==> src/rtl/trap_ctrl_pkg.sv <==
`default_nettype none
// ============================================================================
//  Module   : trap_ctrl_pkg
//  Purpose  : Shared trap-controller FSM state encoding and mcause constants.
//  Revision : 1.0  initial release
// ============================================================================
package trap_ctrl_pkg;

    typedef enum logic [2:0] {
        ST_IDLE     = 3'd0,
        ST_TRAP     = 3'd1,
        ST_REDIRECT = 3'd2,
        ST_HANDLER  = 3'd3,
        ST_RETURN   = 3'd4
    } trap_state_t;

    // Machine-mode environment call (synchronous exception)
    localparam logic [31:0] CAUSE_ECALL_M  = 32'h0000_000B;
    // Machine external interrupt (interrupt bit 31 set)
    localparam logic [31:0] CAUSE_MEXT_IRQ = 32'h8000_000B;

endpackage
`default_nettype wire

==> src/rtl/trap_vec_calc.sv <==
`default_nettype none
// ============================================================================
//  Module   : trap_vec_calc
//  Purpose  : Combinational trap handler address from mtvec and mcause.
//             Build macro TRAP_VECTORED_EN enables vectored interrupt mode
//             (mtvec[1:0]==2'b01); otherwise direct mode only.
//  Revision : 1.0  initial release
// ============================================================================
module trap_vec_calc (
    input  logic [31:0] mtvec,
    input  logic [31:0] cause,
    output logic [31:0] target
);

    logic [31:0] w_base;
    assign w_base = {mtvec[31:2], 2'b00};

`ifdef TRAP_VECTORED_EN
    // Only interrupts are vectored; exceptions always land on the base.
    logic w_vectored;
    assign w_vectored = (mtvec[1:0] == 2'b01) && cause[31];
    assign target     = w_vectored ? (w_base + {25'd0, cause[4:0], 2'b00}) : w_base;

    logic w_unused;
    assign w_unused = ^cause[30:5];
`else
    // Direct mode: mode bits and cause do not affect the target.
    assign target = w_base;

    logic w_unused;
    assign w_unused = ^{mtvec[1:0], cause};
`endif

endmodule
`default_nettype wire

==> src/rtl/trap_ctrl.sv <==
`default_nettype none
// ============================================================================
//  Module   : trap_ctrl
//  Purpose  : Machine-mode trap controller: ECALL / UART interrupt entry,
//             pipeline flush/stall/redirect sequencing and MRET return.
//             Optional build macro TRAP_VECTORED_EN (see trap_vec_calc).
//  Revision : 1.0  initial release
// ============================================================================
module trap_ctrl
    import trap_ctrl_pkg::*;
(
    input  logic        clk,
    input  logic        Rst,
    input  logic        ex_valid,
    input  logic        ecall,
    input  logic        mret,
    input  logic        uart_IRQ,
    input  logic [31:0] ID_EX_pres_addr,
    input  logic        mstatus_mie,
    input  logic        mie_meie,
    input  logic [31:0] mtvec,
    input  logic [31:0] mepc,
    output logic        trigger_trap,
    output logic [31:0] trap_epc,
    output logic [31:0] trap_cause,
    output logic        flush,
    output logic        stall,
    output logic        pc_redirect,
    output logic [31:0] pc_target,
    output logic        trapping
);

    trap_state_t r_state;
    trap_state_t w_next_state;
    logic        r_uart_pend;
    logic        w_irq_en;
    logic        w_take_ecall;
    logic        w_take_irq;
    logic [31:0] w_vec_target;

    // ECALL is accepted in IDLE and (nested) in HANDLER; interrupts only in
    // IDLE, and ECALL has priority so a coincident interrupt stays pending.
    assign w_irq_en     = mstatus_mie & mie_meie & r_uart_pend;
    assign w_take_ecall = ex_valid & ecall &
                          ((r_state == ST_IDLE) || (r_state == ST_HANDLER));
    assign w_take_irq   = w_irq_en & (r_state == ST_IDLE) & ~w_take_ecall;

    trap_vec_calc u_vec_calc (
        .mtvec  (mtvec),
        .cause  (trap_cause),
        .target (w_vec_target)
    );

    // State register
    always_ff @(posedge clk or posedge Rst) begin
        if (Rst) begin
            r_state <= ST_IDLE;
        end else begin
            r_state <= w_next_state;
        end
    end

    // Next-state logic
    always_comb begin
        w_next_state = r_state;
        case (r_state)
            ST_IDLE: begin
                if (w_take_ecall || w_take_irq) begin
                    w_next_state = ST_TRAP;
                end
            end
            ST_TRAP:     w_next_state = ST_REDIRECT;
            ST_REDIRECT: w_next_state = ST_HANDLER;
            ST_HANDLER: begin
                if (w_take_ecall) begin
                    w_next_state = ST_TRAP;
                end else if (ex_valid && mret) begin
                    w_next_state = ST_RETURN;
                end
            end
            ST_RETURN:   w_next_state = ST_IDLE;
            default:     w_next_state = ST_IDLE;
        endcase
    end

    // Moore outputs decoded from the current state
    always_comb begin
        trigger_trap = 1'b0;
        stall        = 1'b0;
        flush        = 1'b0;
        pc_redirect  = 1'b0;
        pc_target    = 32'd0;
        trapping     = 1'b0;
        case (r_state)
            ST_TRAP: begin
                trigger_trap = 1'b1;
                stall        = 1'b1;
                flush        = 1'b1;
            end
            ST_REDIRECT: begin
                pc_redirect = 1'b1;
                pc_target   = w_vec_target;
                flush       = 1'b1;
            end
            ST_HANDLER: begin
                trapping = 1'b1;
            end
            ST_RETURN: begin
                pc_redirect = 1'b1;
                pc_target   = {mepc[31:2], 2'b00};
                flush       = 1'b1;
                trapping    = 1'b1;
            end
            default: ;
        endcase
    end

    // Capture epc/cause when a trap is accepted; held until the next one
    always_ff @(posedge clk or posedge Rst) begin
        if (Rst) begin
            trap_epc   <= 32'd0;
            trap_cause <= 32'd0;
        end else if (w_take_ecall) begin
            trap_epc   <= ID_EX_pres_addr;
            trap_cause <= CAUSE_ECALL_M;
        end else if (w_take_irq) begin
            trap_epc   <= ID_EX_pres_addr;
            trap_cause <= CAUSE_MEXT_IRQ;
        end
    end

    // UART pending flag: follows the level request, cleared when serviced
    always_ff @(posedge clk or posedge Rst) begin
        if (Rst) begin
            r_uart_pend <= 1'b0;
        end else if (!uart_IRQ || w_take_irq) begin
            r_uart_pend <= 1'b0;
        end else begin
            r_uart_pend <= 1'b1;
        end
    end

    logic w_unused;
    assign w_unused = ^mepc[1:0];

endmodule
`default_nettype wire

==> config.mk <==
export PLATFORM = sky130hd
export DESIGN_NAME = trap_ctrl
export DESIGN_NICKNAME = d
export VERILOG_FILES = /design/src/rtl/trap_ctrl_pkg.sv /design/src/rtl/trap_vec_calc.sv /design/src/rtl/trap_ctrl.sv
export SDC_FILE = /design/constraint.sdc
export NUM_CORES = 1
export LEC_CHECK = 0
export ABC_AREA = 1
export ABC_CLOCK_PERIOD_IN_PS = 1800
export BUFFER_PORTS_ARGS = -buffer_cell sky130_fd_sc_hd__clkbuf_2
export CAP_MARGIN = 20
export CORE_ASPECT_RATIO = 1.25
export CORE_MARGIN = 10
export CORE_UTILIZATION = 30
export CTS_BUF_LIST = sky130_fd_sc_hd__clkbuf_4 sky130_fd_sc_hd__clkbuf_8 sky130_fd_sc_hd__clkbuf_16
export DETAILED_ROUTE_END_ITERATION = 16
export PLACE_DENSITY_LB_ADDON = 0.3
export SLEW_MARGIN = 20
export SYNTH_ARGS = -nofsm -noshare
export SYNTH_HDL_FRONTEND = slang
export SYNTH_SLANG_ARGS = --single-unit
==> constraint.sdc <==
create_clock -name clk -period 1.8 [get_ports clk]
set_input_delay 0.18 -clock clk [delete_from_list [all_inputs] [get_ports clk]]
set_output_delay 0.18 -clock clk [all_outputs]
set_load 0.1 [all_outputs]
## Word level (Yosys, flattened, before mapping)

Cells that the tools add are included.

| cells by class | value |
|---|---|
| equality and inequality tests | 6 |
| reductions and logical operators | 11 |
| bitwise logic cells | 7 |
| muxes and demuxes | 14 |

Operator list:

| kind | number |
|---|---|
| $mux 32 | 4 |
| $pmux 32 s2 | 1 |
| $pmux 3 s4 | 1 |
| $mux 3 | 3 |
| $and 1x1->1 | 6 |
| $eq 3x2->1 const B | 2 |
| $mux 1 | 5 |
| $reduce_or 2->1 | 2 |
| $eq 3x1->1 const B | 1 |
| $eq 3x3->1 const B | 1 |
| $logic_not 3->1 | 1 |
| $logic_or 1x1->1 | 3 |
| $ne 3x2->1 const B | 1 |
| $reduce_or 3->1 | 1 |
| $ne 2x1->1 const B | 1 |
| $reduce_and 2->1 | 1 |
| $reduce_bool 2->1 | 1 |
| $logic_and 1x1->1 | 1 |
| $logic_not 1->1 | 1 |
| $not 1->1 | 1 |

| storage, ports and cells | value |
|---|---|
| output and inout port bits | 101 |
| word-level logic and storage cells | 42 |
| flip-flop bits (word level) | 68 |

## Depth between registers and ports, before layout

Gate-level depths: netlist (run 1).

| logic depth | value |
|---|---|
| depth after elaboration | 8 |
| gate-level depth with buffers | 9 |

## Cells and area by module

Synthesis (run 1) repeated with hierarchy kept, for this count alone.

| second synthesis, totals | value |
|---|---|
| cells, all modules | 354 |
| area, all modules | 2,573.7 um^2 |

Modules (own cells, without submodules):

| module | area each (um^2) | times used | seq. area each (um^2) | cells each |
|---|---|---|---|---|
| trap_ctrl | 2,329.7 | 1 | 950.9 | 321 |
| trap_vec_calc | 244.0 | 1 | 0.0 | 33 |

## Worst setup path after synthesis (run 1)

OpenSTA, ideal clock, no wires.

| timing path | value |
|---|---|
| kind | register to output |
| start point | reg r_state[2] |
| end point | out pc_target[10] |
| cell stages (with the launch flop) | 6 |
| setup slack | -1.374 ns |
| arrival | 2.994 ns |
| path buffers | 2 |
| cells stage by stage | dfrtp_1 -> buf_2 -> inv_2 -> nand3_1 -> clkbuf_1 -> o21ai_0 |

| between the ends | value |
|---|---|
| cells in the longest elaborated chain, start to end | 2 |
| elaborated cells on any way between the ends | 3 |
| those cells by class | eq/ne: 2; mux: 1 |

Ends and longest elaborated chain:

| what | RTL line | RTL |
|---|---|---|
| start: declaration | trap_ctrl.sv:33 | `trap_state_t r_state;` |
| start signal: assignment | trap_ctrl.sv:59 | `r_state <= w_next_state;` |
| $eq 3x3->1 or $eq 3x2->1 (tied branches) | trap_ctrl.sv:94 | `case (r_state)` |
| $pmux 32 s2 * | trap_ctrl.sv:94 |  |
| end: declaration | trap_ctrl.sv:29 | `output logic [31:0] pc_target,` |

Every way passes the cells marked *; elsewhere a longest branch is shown, timed or not.

## Worst setup path in the final report (run 1)

| timing path | value |
|---|---|
| start point | reg r_state[0] |
| end point | out flush |

| between the ends | value |
|---|---|
| cells in the longest elaborated chain, start to end | 3 |
| elaborated cells on any way between the ends | 5 |
| those cells by class | eq/ne: 3; mux: 1; reduce/logical: 1 |

Ends and longest elaborated chain:

| what | RTL line | RTL |
|---|---|---|
| $eq 3x3->1 (tied with other cells) | trap_ctrl.sv:94 |  |
| $reduce_or 3->1 (no line) * | n/a |  |
| $mux 1 * | trap_ctrl.sv:94 |  |
| end: declaration | trap_ctrl.sv:26 | `output logic flush,` |

Marks and branches as above.

==> metrics.cfg, run 1 <==
[timing]
final-setup-viol-count = 0
slew_violations = 0
max_freq_mhz = 588
worst_pin_slew_ns = 0.567
fin_crit_sh_pct = 94.5
slew_headroom_pct = 62.3
rsz0062_at_grt = false
finClkSkew_ns = 0.00546
tns_ns = 0
fin_crit_ns = 1.70
worst_slack_ns = 0.0982
finalHoldViolations = 0

[setup_path]
rr_endpoint = trap_epc[23]
crit_fanout = 8
worstPathRequired_ns = 1.62
worstSetupPathType = reg -> out
r2r-start = r_state[1]
start_kind = register
critPathCaptureType = primary output
cp.arrival_ns = 1.52
r2r_slack_ns = 0.26
reg2reg_depth = 7

[synth]
synth_area_leader_cell = dfrtp_1
syn_area_mm2 = 0.00233
ys_seq_area_share_pct = 40.8
synth.distinct_cells = 17
ys_seq_elements = 38
synthCells = 320
ys_top_cells_by_area = dfrtp_1 41%, nand3_1 15%, nand2_1 13%
ys_warn_count = 0
syn_area_per_cell_um2 = 7.28
synthDominantCellAreaShare_pct = 40.8

[routing]
vias = 2592
dr.pass1.iters = 6
antenna_left = 0
vias_per_cell = 4.47
drtIter0Drc = 82
drcViolationCount = 0
wl_per_cell_um = 15.8
routed_wl_um = 9140

[clocking]
cts.clk_slew.worst_paths_ns = 0.07
cts_max_level = 2
cts_root_buf = clkbuf_8
cts_tree = built
cts_buffers = 5
clock_latency_ns = 0.28
cts_buffer_depth = 2
cts.sinks = 38

[flow_run]
drv_cap = 0

[floorplan]
chipWidth_um = 98.8
ios = 205
rows = 35
fp.coreArea_mm2 = 0.00749
start_util_pct = 31.1
dieArea_mm2 = 0.0117
die_y_um = 119

[place]
place_ws_ns = 0.187
io_buffers = 170
post-dp-hpwl_um = 7380
dpl.cell_count = 566
gp_congestion = 0.757

[grt]
grt_overflow = 0
grt_pass1_wl_um = 14400
grt_max_degree = 39
grt_pass1_vias = 2677
grt.total_usage_pct = 14.6
antenna_found_initial = 0

[layout]
nFillCells = 696
final_cell_mix = 135 x clkbuf_2, 78 x nand2_1, 67 x nand3_1
insertedDiodeCount = 0
fin_util_pct = 53.8
layout_commonest_cell = clkbuf_2
final_cell_count_no_fill = 580
nNetsFinal = 592
drive_above_1_share_pct = 47.7
syn_to_final_growth_pct = 72.9

[hold_path]
hold_end = trap_epc[1]
hp-class = in -> reg
hold_start = ID_EX_pres_addr[1]
hold_path_depth = 3

[status]
outcome = finished, final reports clean

[flip-flops by register name (all words and copies together) (netlist names)]
register	flops
trap_epc	32
r_state	3
trap_cause	2
r_uart_pend	1
[final cells by class]
type / count / area (um2) / share of cell area (%)
clock buffers: 5 / 68.8 / 1.71
multi-input cells: 221 / 1190 / 29.6
repair buffers: 184 / 1550 / 38.4
clock inverters: 2 / 10.0 / 0.249
well taps: 92 / 115 / 2.86
inverters: 38 / 143 / 3.54
flip-flops and latches: 38 / 953 / 23.7
[worst max-delay path, stage by stage (launching register included)]
cell,delay [ns]
dfrtp_2,0.45
inv_2,0.09
nand3_4,0.13
buf_12,0.18
o21ai_1,0.07
inv_1,0.07
nand2_2,0.08
buf_12,0.17
[cells by family (layout without fill, tap and decap cells)]
group | after synthesis | count (layout) | synth area share [%]
AND/OR/NAND/NOR | 157 | 157 | 30.3
buffers and inverters | 90 | 229 | 21.3
flip-flops | 38 | 38 | 40.8
other | 1 | 30 | 0.161
AO/OA/AOI/OAI | 34 | 34 | 7.41
[synth_stat cells]
master	instances
nand2_1	79
nand3_1	68
dfrtp_1	38
inv_1	36
buf_4	34
o21ai_0	33
clkbuf_1	8
buf_2	7
nor2_1	4
buf_6	3
nand2_4	3
inv_2	2
a21boi_0	1
conb_1	1
nand2_2	1
nand3b_1	1
nor2_2	1
[layer usage]
metal | track usage (%) | routed length, um | up-vias
li1 | - | - | 1283
met1 | 16.9 | 3620 | 1158
met2 | 24.7 | 4470 | 147
met3 | 6.00 | 998 | 4
met4 | 2.42 | 48 | 0
met5 | 0 | 0 | -
[through the flow]
step	cell area [um2]	hold slack, ns
3_5_place_dp	3840	0.307
6_report	4030	0.0861
5_1_grt	4030	0.0778
2_1_floorplan	2620	0.290
4_1_cts	3970	0.0735
3_3_place_gp	3840	0.302
[worst max path at each step]
| stage | endpoint | from | slack, ns | depth (start not counted) |
|---|---|---|---|---|
| floorplan | pc_target[17] | r_state[2] | -0.25 | 5 |
| detailed placement | trap_epc[23] | r_state[1] | 0.19 | 7 |
| CTS | pc_target[25] | r_state[1] | -0.0004 | 5 |
| finish | flush | r_state[0] | 0.1 | 7 |
| global route | flush | r_state[0] | 0.008 | 7 |
| global placement | trap_epc[11] | r_state[1] | 0.26 | 7 |
[what timing repair did]
action | in CTS | in global routing
hold buffers | 1 | 0
hold endpoints to repair | 22 | 0
buffers inserted | 1 | 3
setup endpoints to repair | 12 | 33
resized for setup | 3 | 5
cloned | 1 | 1
Power of run 1 is left out: the tool's default activity adds up to more than one toggle a clock period on the data nets, which glitch-free logic cannot reach.
==> inputs of run 2 (changes only) <==
--- a/config.mk
+++ b/config.mk
@@ -5,7 +5,6 @@
 export SDC_FILE = /design/constraint.sdc
 export NUM_CORES = 1
 export LEC_CHECK = 0
-export ABC_AREA = 1
 export ABC_CLOCK_PERIOD_IN_PS = 1800
 export BUFFER_PORTS_ARGS = -buffer_cell sky130_fd_sc_hd__clkbuf_2
 export CAP_MARGIN = 20
@@ -14,7 +13,7 @@
 export CORE_UTILIZATION = 30
 export CTS_BUF_LIST = sky130_fd_sc_hd__clkbuf_4 sky130_fd_sc_hd__clkbuf_8 sky130_fd_sc_hd__clkbuf_16
 export DETAILED_ROUTE_END_ITERATION = 16
-export PLACE_DENSITY_LB_ADDON = 0.3
+export PLACE_DENSITY = 0.73
 export SLEW_MARGIN = 20
 export SYNTH_ARGS = -nofsm -noshare
 export SYNTH_HDL_FRONTEND = slang
==> run 2 against run 1 <==
Against the previous run: the flow now finishes with violations (negative setup slack); design area rose by 3.3%; synthesized cell count is 45% lower; critical path depth down 2; setup slack worse by 0.12 ns; register-to-register slack lost 0.18 ns; sequential cell count is the same; cell count shrank 21%; sequential share of layout area decreased by 0.75 points; non-clock buffer count grew 11; first-iteration DRC count fell by 41%; global-route usage shrank 1.1 points; critical path type unchanged; critical endpoint is now pc_target[14]; largest cell class unchanged; highest routed layer unchanged.
==> metrics.cfg, run 2 <==
[layout]
final_cell_mix = 135 x clkbuf_2, 36 x buf_12, 36 x dfrtp_1
fin_util_pct = 56.9
insertedDiodeCount = 0
layout_commonest_cell = clkbuf_2
nNetsFinal = 467
syn_to_final_growth_pct = 86.2
drive_above_1_share_pct = 76.4
reg_top3 = trap_epc x32, r_state x3, trap_cause x2
largest_register = trap_epc
nFillCells = 586
largest_register_ffs = 32

[clocking]
cts.clk_slew.worst_paths_ns = 0.08
cts.sinks = 38
cts_buffer_depth = 2
cts_buffers = 5
cts_max_level = 2
cts_root_buf = clkbuf_8
clock_latency_ns = 0.29
cts_tree = built

[synth]
syn_area_per_cell_um2 = 12.6
yosysMostFrequentCell = dfrtp_1
synthDominantCellAreaShare_pct = 42.6
synth_edf_count = 0
syn_area_mm2 = 0.00223
ys_seq_area_share_pct = 42.6
ys_top_cells_by_area = dfrtp_1 43%, mux2_4 19%, a22o_1 12%
synthArstFlopShare_pct = 100
synth.distinct_cells = 25
ys_seq_elements = 38
ys_warn_count = 0
synth_area_leader_cell = dfrtp_1
yosys-top-cells-count = 38 x dfrtp_1, 34 x buf_4, 30 x a22o_1
synthCells = 177
ys.flop_type = dfrtp_1

[routing]
vias_per_cell = 4.55
dr.pass1.iters = 4
drtIter0Drc = 48
vias = 2077
drcViolationCount = 0
routed_wl_um = 8490
antenna_left = 0
wl_per_cell_um = 18.6

[setup_path]
critPathMaxStageDelay_ns = 0.45
crit_start = r_state[0]
crit_chain = nor2_2 -> and2_4 -> clkbuf_16 -> a22o_2 -> buf_12
worstSetupPathType = reg -> out
start_kind = register
reg2reg_depth = 6
crit_fanout = 15
cp_num_buf_inv = 2
r2r_slack_ns = 0.08
worstPathRequired_ns = 1.62
critPathCaptureType = primary output
crit_end = pc_target[14]
rr_endpoint = trap_epc[30]
r2r-start = r_state[0]
cp_num_cells = 5
cp.arrival_ns = 1.65
cp_slowest_cell = dfrtp_2
cpLargestDelayFamily = flip-flops

[grt]
grt_pass1_wl_um = 12500
antenna_found_initial = 0
grt.total_usage_pct = 13.5
grt_overflow = 0
grt_pass1_vias = 2322
grt_max_degree = 31

[floorplan]
dieArea_mm2 = 0.0113
fp.coreArea_mm2 = 0.00731
rows = 35
start_util_pct = 30.5
die_y_um = 116
chipWidth_um = 97.2
ios = 205

[timing]
fin_crit_sh_pct = 101
fin_crit_ns = 1.83
slew_violations = 0
finalHoldViolations = 0
rsz0062_at_grt = true
final-setup-viol-count = 6
max_freq_mhz = 548
finClkSkew_ns = 0.00495
slew_headroom_pct = 62.3
worst_pin_slew_ns = 0.569
worst_slack_ns = -0.0258

[place]
gp_congestion = 0.835
io_buffers = 170
post-dp-hpwl_um = 6820

[hold_path]
hp-class = in -> reg

[flow_run]
drv_cap = 0

[status]
violations = negative setup slack
outcome = complete, but fails checks

-- run 2: area by class of cell --
type                       count  area (um2)  share of cell area, %
clock buffer                   6        82.6                   1.99
clock inverter                 2        12.5                  0.301
inverter                       2        7.51                  0.181
multi-input combinational    121        1310                   31.4
sequential                    38         953                   22.9
tap                           92         115                   2.77
timing repair buffer         195        1680                   40.4
-- run 2: through the flow --
step | std cells | instance area (um2) | hold WS (ns) | setup WS [ns] | TNS [ns]
detailed placement | 434 | 3660 | 0.195 | 0.0968 | 0
global placement | 434 | 3660 | 0.180 | 0.126 | 0
global route | 456 | 4160 | 0.105 | -0.0779 | -1.30
finish | 456 | 4160 | 0.111 | -0.0258 | -0.129
floorplan | 206 | 2400 | 0.317 | -0.294 | -0.762
CTS | 449 | 3840 | 0.105 | 0.00256 | 0
-- run 2: logic make-up (layout without fill, tap and decap cells) --
group	Yosys count	count (layout)	share of synthesized area, %
buffers and inverters	47	205	15.3
flip-flops	38	38	42.6
AO/OA/AOI/OAI	37	37	14.4
multiplexers	32	32	21.0
AND/OR/NAND/NOR	21	21	6.16
other	1	30	0.168
XOR/XNOR	1	1	0.392
-- run 2: how the worst min path moves through the flow --
stage                             end  slack (ns)     start  cells past startpoint
after floorplan            r_state[2]        0.32  ex_valid                      2
after global placement    trap_epc[3]        0.18       Rst                      2
after detailed placement  trap_epc[3]        0.20       Rst                      2
after CTS                 r_uart_pend        0.11  uart_IRQ                      2
after global routing      r_uart_pend        0.10  uart_IRQ                      2
final                     r_uart_pend        0.11  uart_IRQ                      2
-- run 2: repair_timing --
| action | CTS | global route |
|---|---|---|
| hold buffers | 1 | 0 |
| gates cloned | 2 | 3 |
| gates resized for setup | 13 | 33 |
| hold endpoints to repair | 10 | 0 |
| pin swaps | 1 | 21 |
| setup buffers | 4 | 4 |
| setup endpoints to repair | 31 | 60 |
-- run 2: per-layer routing --
| metal | share of wire, % | GRT usage [%] | routed length (um) |
|---|---|---|---|
| met5 | 0 | 0 | 0 |
| met4 | 0.90 | 3.55 | 76 |
| met3 | 14 | 7.93 | 1180 |
| met2 | 51 | 23.3 | 4300 |
| met1 | 35 | 13.6 | 2930 |
Power of run 2 is left out for the same reason.
